### src/rtl/seq_divider_4bit_pkg.sv
// Shared types and sizing for the sequential restoring divider.
// Imported by the divider interface, step datapath and top.
package div_pkg;

  localparam int DEF_WIDTH = 4;

  typedef logic [1:0] state_t;

  localparam state_t IDLE = 2'd0;
  localparam state_t CALC = 2'd1;
  localparam state_t DONE = 2'd2;

  function automatic int cnt_w(input int w);
    return $clog2(w + 1);
  endfunction

  localparam int CNT_W = cnt_w(DEF_WIDTH);

endpackage

### src/rtl/seq_divider_4bit_if.sv
// Start/done handshake bundle between a requester and the divider.
// The requester drives operands; the divider returns results.
interface seq_divider_4bit_if
  #(parameter int WIDTH = div_pkg::DEF_WIDTH) ();

  logic             start;
  logic [WIDTH-1:0] dividend;
  logic [WIDTH-1:0] divisor;
  logic             busy;
  logic             done;
  logic [WIDTH-1:0] quotient;
  logic [WIDTH-1:0] remainder;
  logic             div_by_zero;

  modport master (
    output start, dividend, divisor,
    input  busy, done, quotient,
    input  remainder, div_by_zero
  );

  modport slave (
    input  start, dividend, divisor,
    output busy, done, quotient,
    output remainder, div_by_zero
  );

endinterface

### src/rtl/seq_divider_4bit_step.sv
// One shift-compare-subtract iteration of the restoring divider.
// Purely combinational so it can be exercised on its own.
module div_step #(
  parameter int WIDTH = div_pkg::DEF_WIDTH
) (
  input  logic [WIDTH:0]   r,
  input  logic [WIDTH-1:0] q,
  input  logic [WIDTH-1:0] d,
  output logic [WIDTH:0]   r_nxt,
  output logic [WIDTH-1:0] q_nxt
);

  logic [WIDTH:0]   r_sh;
  logic [WIDTH-1:0] q_sh;
  logic [WIDTH:0]   d_ext;

  always_comb begin
    r_sh  = {r[WIDTH-1:0], q[WIDTH-1]};
    q_sh  = {q[WIDTH-2:0], 1'b0};
    d_ext = {1'b0, d};
    r_nxt = r_sh;
    q_nxt = q_sh;
    if (r_sh >= d_ext) begin
      r_nxt = r_sh - d_ext;
      q_nxt = q_sh | WIDTH'(1);
    end
  end

endmodule

### src/rtl/seq_divider_4bit.sv
// Sequential restoring divider: one quotient bit per clock,
// registered results with a single-cycle done pulse.
module seq_divider_4bit
  import div_pkg::*;
#(
  parameter int WIDTH = DEF_WIDTH
) (
  input logic               clk,
  input logic               rst_n,
  seq_divider_4bit_if.slave bus
);

  localparam int CW = cnt_w(WIDTH);

  state_t           state;
  logic [WIDTH:0]   r;
  logic [WIDTH-1:0] q;
  logic [WIDTH-1:0] d;
  logic [CW-1:0]    cnt;
  logic [WIDTH:0]   r_nxt;
  logic [WIDTH-1:0] q_nxt;
  logic             done_r;
  logic             dbz_r;
  logic [WIDTH-1:0] quo_r;
  logic [WIDTH-1:0] rem_r;
  logic             last;
  logic             d_zero;

  div_step #(.WIDTH(WIDTH)) u_step (
    .r     (r),
    .q     (q),
    .d     (d),
    .r_nxt (r_nxt),
    .q_nxt (q_nxt)
  );

  assign last   = (cnt == CW'(WIDTH - 1));
  assign d_zero = (d == '0);

  // On a zero divisor CALC is skipped, so q still holds the dividend.
  always_ff @(posedge clk or negedge rst_n) begin
    if (!rst_n) begin
      state  <= IDLE;
      r      <= '0;
      q      <= '0;
      d      <= '0;
      cnt    <= '0;
      done_r <= 1'b0;
      dbz_r  <= 1'b0;
      quo_r  <= '0;
      rem_r  <= '0;
    end else begin
      done_r <= 1'b0;
      unique case (1'b1)
        (state == IDLE): begin
          if (bus.start) begin
            q     <= bus.dividend;
            d     <= bus.divisor;
            r     <= '0;
            cnt   <= '0;
            state <= (bus.divisor == '0)
                     ? DONE : CALC;
          end
        end
        (state == CALC): begin
          r   <= r_nxt;
          q   <= q_nxt;
          cnt <= cnt + 1'b1;
          if (last) state <= DONE;
        end
        (state == DONE): begin
          done_r <= 1'b1;
          dbz_r  <= d_zero;
          quo_r  <= d_zero ? '1 : q;
          rem_r  <= d_zero ? q : r[WIDTH-1:0];
          state  <= IDLE;
        end
        default: state <= IDLE;
      endcase
    end
  end

  assign bus.busy        = (state != IDLE);
  assign bus.done        = done_r;
  assign bus.quotient    = quo_r;
  assign bus.remainder   = rem_r;
  assign bus.div_by_zero = dbz_r;

endmodule

### src/flat_wrapper.sv
// flat-port wrapper written by rule: the top's interface ports become plain ports
module seq_divider_4bit_flat import div_pkg::*;
#(
  parameter int WIDTH = DEF_WIDTH
)
  (clk, rst_n, bus_start, bus_dividend, bus_divisor, bus_busy, bus_done, bus_quotient, bus_remainder, bus_div_by_zero);
  seq_divider_4bit_if #(.WIDTH(WIDTH)) bus_i ();
  input logic clk;
  input logic rst_n;
  input wire logic [$bits(bus_i.start)-1:0] bus_start;
  input wire logic [$bits(bus_i.dividend)-1:0] bus_dividend;
  input wire logic [$bits(bus_i.divisor)-1:0] bus_divisor;
  output wire logic [$bits(bus_i.busy)-1:0] bus_busy;
  output wire logic [$bits(bus_i.done)-1:0] bus_done;
  output wire logic [$bits(bus_i.quotient)-1:0] bus_quotient;
  output wire logic [$bits(bus_i.remainder)-1:0] bus_remainder;
  output wire logic [$bits(bus_i.div_by_zero)-1:0] bus_div_by_zero;
  assign bus_i.start = bus_start;
  assign bus_i.dividend = bus_dividend;
  assign bus_i.divisor = bus_divisor;
  assign bus_busy = bus_i.busy;
  assign bus_done = bus_i.done;
  assign bus_quotient = bus_i.quotient;
  assign bus_remainder = bus_i.remainder;
  assign bus_div_by_zero = bus_i.div_by_zero;
  seq_divider_4bit #(.WIDTH(WIDTH)) u_core (.clk(clk), .rst_n(rst_n), .bus(bus_i));
endmodule
### config.mk
export PLATFORM = sky130hd
export DESIGN_NAME = seq_divider_4bit_flat
export DESIGN_NICKNAME = d
export VERILOG_FILES = /design/src/rtl/seq_divider_4bit_pkg.sv /design/src/rtl/seq_divider_4bit_if.sv /design/src/rtl/seq_divider_4bit_step.sv /design/src/rtl/seq_divider_4bit.sv /design/src/flat_wrapper.sv
export SDC_FILE = /design/constraint.sdc
export NUM_CORES = 1
export LEC_CHECK = 0
export ABC_CLOCK_PERIOD_IN_PS = 3200
export CAP_MARGIN = 20
export CORE_AREA = 8 8 59 61
export CTS_CLUSTER_DIAMETER = 100
export DETAILED_ROUTE_END_ITERATION = 7
export DIE_AREA = 0 0 67 69
export PLACE_DENSITY = 0.79
export SYNTH_ARGS = -nofsm -noshare
export SYNTH_HDL_FRONTEND = slang
export SYNTH_SLANG_ARGS = --single-unit
export TNS_END_PERCENT = 100
### constraint.sdc
create_clock -name clk -period 3.2 [get_ports clk]
set_input_delay 0.32 -clock clk [delete_from_list [all_inputs] [get_ports clk]]
set_output_delay 0.32 -clock clk [all_outputs]
set_load 0.005 [all_outputs]
== Word level (Yosys, flattened, before mapping) ==
Cells that the tools add are included.

* Bits in registers: 27
* Bits of input ports: 11
* Logic and storage cells: 40

* $add $sub $neg: 2
* Order comparisons: 1
* Equality and inequality tests: 5
* Mux-type cells: 15
* Reduce and logical (&&, ||, !) cells: 8

{| class="wikitable"
|+ Operators by type and width
! operator !! count
|-
| $mux W4 || 5
|-
| $pmux W4 S2 || 2
|-
| $logic_not A4 Y1 || 2
|-
| $mux W2 || 3
|-
| $pmux W3 S2 || 1
|-
| $reduce_and A2 Y1 || 3
|-
| $ge A5 B4 Y1 || 1
|-
| $pmux W2 S2 || 1
|-
| $reduce_bool A2 Y1 || 2
|-
| $sub A4 B4 Y4 || 1
|-
| $add A3 B1 Y3 const B || 1
|-
| $eq A3 B2 Y1 const B || 1
|-
| $mux W3 || 1
|-
| $eq A2 B1 Y1 const B || 1
|-
| $eq A2 B2 Y1 const B || 1
|-
| $logic_not A2 Y1 || 1
|-
| $mux W1 || 2
|-
| $ne A2 B1 Y1 const B || 1
|-
| $ne A2 B2 Y1 const B || 1
|}

== Logic depth before layout (Yosys ltp) ==
Gate-level depths: netlist (run 1).

* Word-level depth: 4
* Mapped depth: 6

== By module ==
A second synthesis (run 1) with hierarchy kept.

* Cell total of the unflattened synthesis: 144
* Area total of the unflattened synthesis: 1468.9 µm²

{| class="wikitable"
|+ Modules (own cells, without submodules)
! module !! instances !! cells an instance !! area an instance (µm²)
|-
| seq_divider_4bit || 1 || 106 || 1198.6
|-
| div_step || 1 || 38 || 270.3
|}

== Least setup slack after synthesis (run 1) ==
No wires, ideal clock.

* Path type: register to register
* From: register u_core.d[2]
* To: register u_core.q[0]
* Setup time: 0.126 ns
* Arrival: 1.531 ns
* Data required time: 3.074 ns
* Setup slack: 1.543 ns
* Cell stages (with the launch flop): 7
* Clock period less this slack: 1.657 ns
* Cells stage by stage: dfrtp_1 > inv_1 > ha_1 > nand4_1 > nand2_1 > or2_1 > a221o_1

* Word-level cells in the longest chain between the ends: 3

{| class="wikitable"
|+ RTL lines
! what !! line !! source
|-
| start, declared || seq_divider_4bit.sv:18 || <nowiki>logic [WIDTH-1:0] d;</nowiki>
|-
| start signal, assigned || seq_divider_4bit.sv:58 || <nowiki>d <= bus.divisor;</nowiki>
|-
| $ge A5 B4 Y1 || seq_divider_4bit_step.sv:23 || <nowiki>if (r_sh >= d_ext) begin</nowiki>
|-
| $mux W1 || seq_divider_4bit_step.sv:23 ||
|-
| $pmux W4 S2 || seq_divider_4bit.sv:54 || <nowiki>unique case (1'b1)</nowiki>
|-
| end signal, assigned || seq_divider_4bit.sv:57 || <nowiki>q <= bus.dividend;</nowiki>
|-
| end signal, assigned || seq_divider_4bit.sv:67 || <nowiki>q <= q_nxt;</nowiki>
|-
| end, declared || seq_divider_4bit.sv:17 || <nowiki>logic [WIDTH-1:0] q;</nowiki>
|}

No other way between the ends.
A chain may end at the register's enable or synchronous reset.

== Worst setup path in the final report (run 1) ==
* From: register u_core.d[1]
* To: register u_core.q[0]

The elaborated chain is that of the path after synthesis.

==> flow_summary.json, run 1 <==
{
  "avgSynthCellArea_um2": 10.1,
  "clk_pin_slew_worst_paths_ps": 160,
  "layout_commonest_cell": "dfrtp_1",
  "rsz0062_at_grt": "false",
  "crit_fanout": 5,
  "worstMarginPinSlew_ps": 696,
  "avgRoutedWirePerCell_um": 14.3,
  "seq_area_um2": 676,
  "slew_violations": 0,
  "critical_path.top_delay_family": "flip-flops",
  "ys_seq_elements": 27,
  "end_kind": "flop",
  "vias_per_cell": 5.40,
  "cts_buffer_depth": 2,
  "fmax_mhz": 565,
  "syn_nets": 152,
  "crit_chain": "inv_1 > ha_1 > nand2b_1 > a21oi_1 > or2_1 > a221o_1",
  "powerDensity_nw_per_um2": 1000,
  "slowest_delay_ps": 480,
  "post-route-util_pct": 61.7,
  "cp.required_ps": 3440,
  "cts_setup_buffers": 0,
  "final_nets": 174,
  "syn_inst": 134,
  "multiInputGateArea_um2": 618,
  "drv_cap": 0,
  "hold_viol_final": 0,
  "ios": 22,
  "ant_nets": 0,
  "root_buffer": "clkbuf_4",
  "synth_warnings": 0,
  "final.setup.tns_ps": 0,
  "initial_core_util_pct": 51.7,
  "drive_gt1_share_pct": 7.74,
  "rows": 19,
  "run_status": "finished, final reports clean",
  "hold_class": "in2async",
  "gp_congestion": 0.815,
  "drc": 0,
  "clock-sinks": 27,
  "ys_types": 32,
  "grt_use_met3_pct": 2.91,
  "min_period_ps": 1770,
  "slew_headroom_pct": 53.6,
  "hpwl_mm": 2.04,
  "clkLatencyLatePin_ps": 330,
  "cts_tree": "yes",
  "vias": 1004,
  "cp_num_buf_inv": 1,
  "synth-edff-count": 0,
  "grtUsageMet2_pct": 19.6,
  "drt_first_pass_iters": 5,
  "synth_area_um2": 1350,
  "drt-initial-drc-count": 33,
  "cts_inserted_buffers": 3,
  "die_area_um2": 4620,
  "ir_drop_mv": 0.577,
  "antenna_found_initial": 0,
  "final_cell_mix": "27 x dfrtp_1, 21 x clkdlybuf4s50_1, 19 x nand2_1, 10 x nor2_1, 9 x inv_1",
  "use_met1_pct": 15.3,
  "worstSetupStartpointType": "flop",
  "hold_buffers": 0,
  "critPathKind": "reg2reg",
  "busiest_layer": "met2",
  "cts_resized": 0,
  "fillCellCount": 222,
  "grt_max_degree": 28,
  "grt_overflow_total": 0,
  "fin_worst_skew_ps": 16.0,
  "synthFlopType": "dfrtp_1",
  "min_period_over_period_pct": 55.3,
  "p_total_w": 0.00162,
  "gr-usage-all-layers_pct": 12.0,
  "die_h_um": 69,
  "diodes": 0,
  "port_buffers": 21,
  "cp_slowest_cell": "dfrtp_1",
  "core_area_um2": 2620,
  "synthArstFlopShare_pct": 100,
  "first_global_vias": 995,
  "grt_pass1_wl_mm": 4.56,
  "setup_viol": 0,
  "area_delta_synth_final_pct": 19.4,
  "ys_seq_area_share_pct": 50.0,
  "htree_num_levels": 1,
  "cp.arrival_ps": 2010,
  "p_leak_nw": 0.731,
  "die_w_um": 67,
  "totalWireLength_mm": 2.66
}
-- flip-flops by register name, indices dropped and copies added, names as in the netlist --
| name | flops |
|---|---|
| u_core.bus.remainder | 4 |
| u_core.bus.done | 1 |
| u_core.d | 4 |
| u_core.bus.quotient | 4 |
| u_core.bus.div_by_zero | 1 |
| u_core.r | 4 |
| u_core.cnt | 3 |
| u_core.state | 2 |
| u_core.q | 4 |
-- path summary, 6_finish.rpt --
check,end,depth (start not counted),slack [ps],startpoint
setup / recovery,u_core.q[0],6,1430,u_core.d[1]
hold / removal,u_core.r[1],2,340,rst_n
setup reg to reg,u_core.q[0],6,1430,u_core.d[1]
hold reg to reg,u_core.bus.remainder[3],2,510,u_core.bus.remainder[3]
max in group asynchronous,u_core.d[1],2,2600,rst_n
min in group clk,u_core.bus.remainder[3],2,510,u_core.bus.remainder[3]
-- area by class of cell --
type / instances / share of cell area, %
clock buffers: 3 / 1.40
clock inverters: 1 / 0.465
inverters: 9 / 2.09
multi-input cells: 93 / 38.3
flip-flops and latches: 27 / 41.9
well taps: 31 / 2.40
repair buffers: 22 / 13.5
-- synth_stat cells, types with 2 or more instances --
library cell | number | area, um2
o21ai_0 | 7 | 35.0
mux2i_1 | 7 | 70.1
inv_1 | 9 | 33.8
nand2b_1 | 3 | 18.8
nand3_1 | 7 | 35.0
nor2_1 | 10 | 37.5
a21oi_1 | 3 | 15.0
o21ai_1 | 7 | 35.0
nand2_1 | 19 | 71.3
o21ai_2 | 2 | 17.5
clkbuf_1 | 2 | 7.51
ha_1 | 6 | 75.1
mux2_2 | 4 | 45.0
dfrtp_1 | 27 | 676
o211ai_1 | 4 | 30.0
-- cell families after synthesis --
kind of cell	after synthesis	synth area share, %
xor+xnor	1	0.648
compound gates	27	12.2
flops	27	50.0
mux	12	9.35
simple gates	46	16.5
fa+ha+maj	7	7.04
buf+inv	14	4.26
-- stage by stage --
stage	instance area, um2	cells	worst slack, ps	hold slack (ps)
after floorplan	1350	134	1540	24.4
after global placement	1580	182	1360	464
after detailed placement	1580	182	1320	484
after CTS	1610	186	1430	346
after global routing	1610	186	1320	351
final	1610	186	1430	337
-- routing by layer --
metal	vias to the layer above	share of wire (%)
li1	505	-
met3	6	7.0
met2	30	48
met1	463	44
met4	0	0.53
met5	-	0
-- power by group --
group / switching, W / total [W] / internal, W
Sequential: 0.000145 / 0.000640 / 0.000496
Combinational: 0.000422 / 0.000827 / 0.000404
Clock: 0.000105 / 0.000152 / 0.0000478
Total: 0.000672 / 0.00162 / 0.000948
-- worst register-to-register path: stages, from the launching register on --
cell,delay [ps]
dfrtp_1,480
inv_1,70
ha_1,310
nand2b_1,90
a21oi_1,120
or2_1,280
a221o_1,330
Power figures use the tool's default switching activity.
==> run 2: changes to the inputs <==
Settings changed: ABC_CLOCK_PERIOD_IN_PS 3200 to 1600, CORE_AREA 8 8 59 61 to 8 8 47 87, DIE_AREA 0 0 67 69 to 0 0 55 95, PLACE_DENSITY 0.79 to 0.73.
Clock period 3.2 ns to 1.6 ns, I/O delays scaled along.
==> run 2 against run 1 <==
Against the previous run:
- power up 140%
- critical endpoint unchanged
- global-route usage up 1.9 points
- register-to-register slack worse by 1400 ps
- sequential power up 91%
- largest power group unchanged
==> flow_summary.json, run 2 (same netlist as run 1, synthesis figures left out) <==
{
  "hold_buffers": 0,
  "root_buffer": "clkbuf_8",
  "layout_commonest_cell": "dfrtp_1",
  "fillCellCount": 259,
  "worstSetupStartpointType": "flop",
  "initial_core_util_pct": 45.9,
  "place_inst": 198,
  "cts_tree": "yes",
  "rows": 28,
  "final_cell_area_um2": 1820,
  "slew_violations": 0,
  "first_global_vias": 1222,
  "reg2reg_depth": 6,
  "slew_headroom_pct": 68.1,
  "crit_fanout": 4,
  "die_area_um2": 5230,
  "grt_pass1_wl_mm": 5.50,
  "grt_overflow_total": 0,
  "drt-initial-drc-count": 16,
  "post-route-util_pct": 61.8,
  "cts_inserted_buffers": 3,
  "avgRoutedWirePerCell_um": 15.6,
  "core_area_um2": 2940,
  "rsz0062_at_grt": "true",
  "hpwl_mm": 2.55,
  "min_period_ps": 1560,
  "fin_worst_skew_ps": 1.69,
  "vias": 1101,
  "vias_per_cell": 5.42,
  "clk_pin_slew_worst_paths_ps": 90,
  "die_w_um": 55,
  "clkLatencyLatePin_ps": 280,
  "p_total_w": 0.00395,
  "cp.required_ps": 1770,
  "place_area_um2": 1730,
  "htree_num_levels": 1,
  "fmax_mhz": 642,
  "hold_viol_final": 0,
  "cp.arrival_ps": 1730,
  "end_kind": "flop",
  "drt_first_pass_iters": 4,
  "port_buffers": 21,
  "ios": 22,
  "hold_class": "in2async",
  "final_cell_mix": "27 x dfrtp_1, 21 x clkdlybuf4s50_1, 19 x nand2_1, 18 x buf_4",
  "clock-sinks": 27,
  "critPathKind": "reg2reg",
  "area_delta_synth_final_pct": 34.6,
  "ant_nets": 0,
  "antenna_found_initial": 0,
  "worstMarginPinSlew_ps": 475,
  "drc": 0,
  "run_status": "finished, final reports clean",
  "setup_viol": 0,
  "ir_drop_mv": 1.20,
  "gr-usage-all-layers_pct": 13.9,
  "drv_cap": 0,
  "final_nets": 192,
  "gp_congestion": 0.900,
  "cts_buffer_depth": 2,
  "grt_max_degree": 28,
  "final.setup.tns_ps": 0,
  "die_h_um": 95,
  "powerDensity_nw_per_um2": 2170,
  "drive_gt1_share_pct": 21.4,
  "min_period_over_period_pct": 97.3,
  "final_cells": 203,
  "p_leak_nw": 0.829,
  "totalWireLength_mm": 3.16,
  "diodes": 0
}
run 2: cell count changes in the layout (fill, tap and decap cells not counted), moves of 2 or more:
cell,delta
buf_4,+17
clkbuf_4,-3
ha_4,+3
ha_1,-4
o21ai_0,-2
clkbuf_8,+3
run 2: path summary, 6_finish.rpt:
path	start	endpoint	slack [ps]
min in group clk	u_core.bus.remainder[3]	u_core.bus.remainder[3]	480
setup reg to reg	u_core.d[1]	u_core.q[0]	40
hold reg to reg	u_core.bus.remainder[3]	u_core.bus.remainder[3]	480
setup / recovery	u_core.d[1]	u_core.q[0]	40
hold / removal	rst_n	u_core.bus.done	260
max in group asynchronous	rst_n	u_core.r[3]	1090
run 2: timing repair:
action	CTS	global route
setup buffers	0	1
resized for setup	0	9
setup endpoints to repair	0	5
run 2: area by class of cell:
class	instances	area, um2	area share (%)
inverter	9	33.8	1.86
timing repair buffer	40	357	19.6
sequential	27	676	37.1
multi-input combinational	93	671	36.9
clock buffer	4	45.0	2.48
tap	30	37.5	2.06
run 2: per-layer routing:
metal  track usage, %  wire length, um
met5                0                0
met4             6.85               99
met3             2.36              148
met2             24.6             1790
met1             14.6             1130
run 2: through the flow:
stage | worst slack, ps | hold WS (ps)
2_1_floorplan | -9.43 | -136
3_3_place_gp | 47.5 | 463
3_5_place_dp | 17.5 | 466
4_1_cts | 9.17 | 273
5_1_grt | -9.69 | 307
6_report | 42.9 | 255
run 2: worst max-delay path: stages (launching register included):
cell	delay (ps)
dfrtp_1	390
inv_1	110
ha_4	210
nand2b_1	100
a21oi_2	70
or2_4	270
a221o_1	290
run 2: where the power goes:
group	internal, W	switching, W
registers	0.000994	0.000226
clock network	0.000179	0.000214
logic	0.00122	0.00112
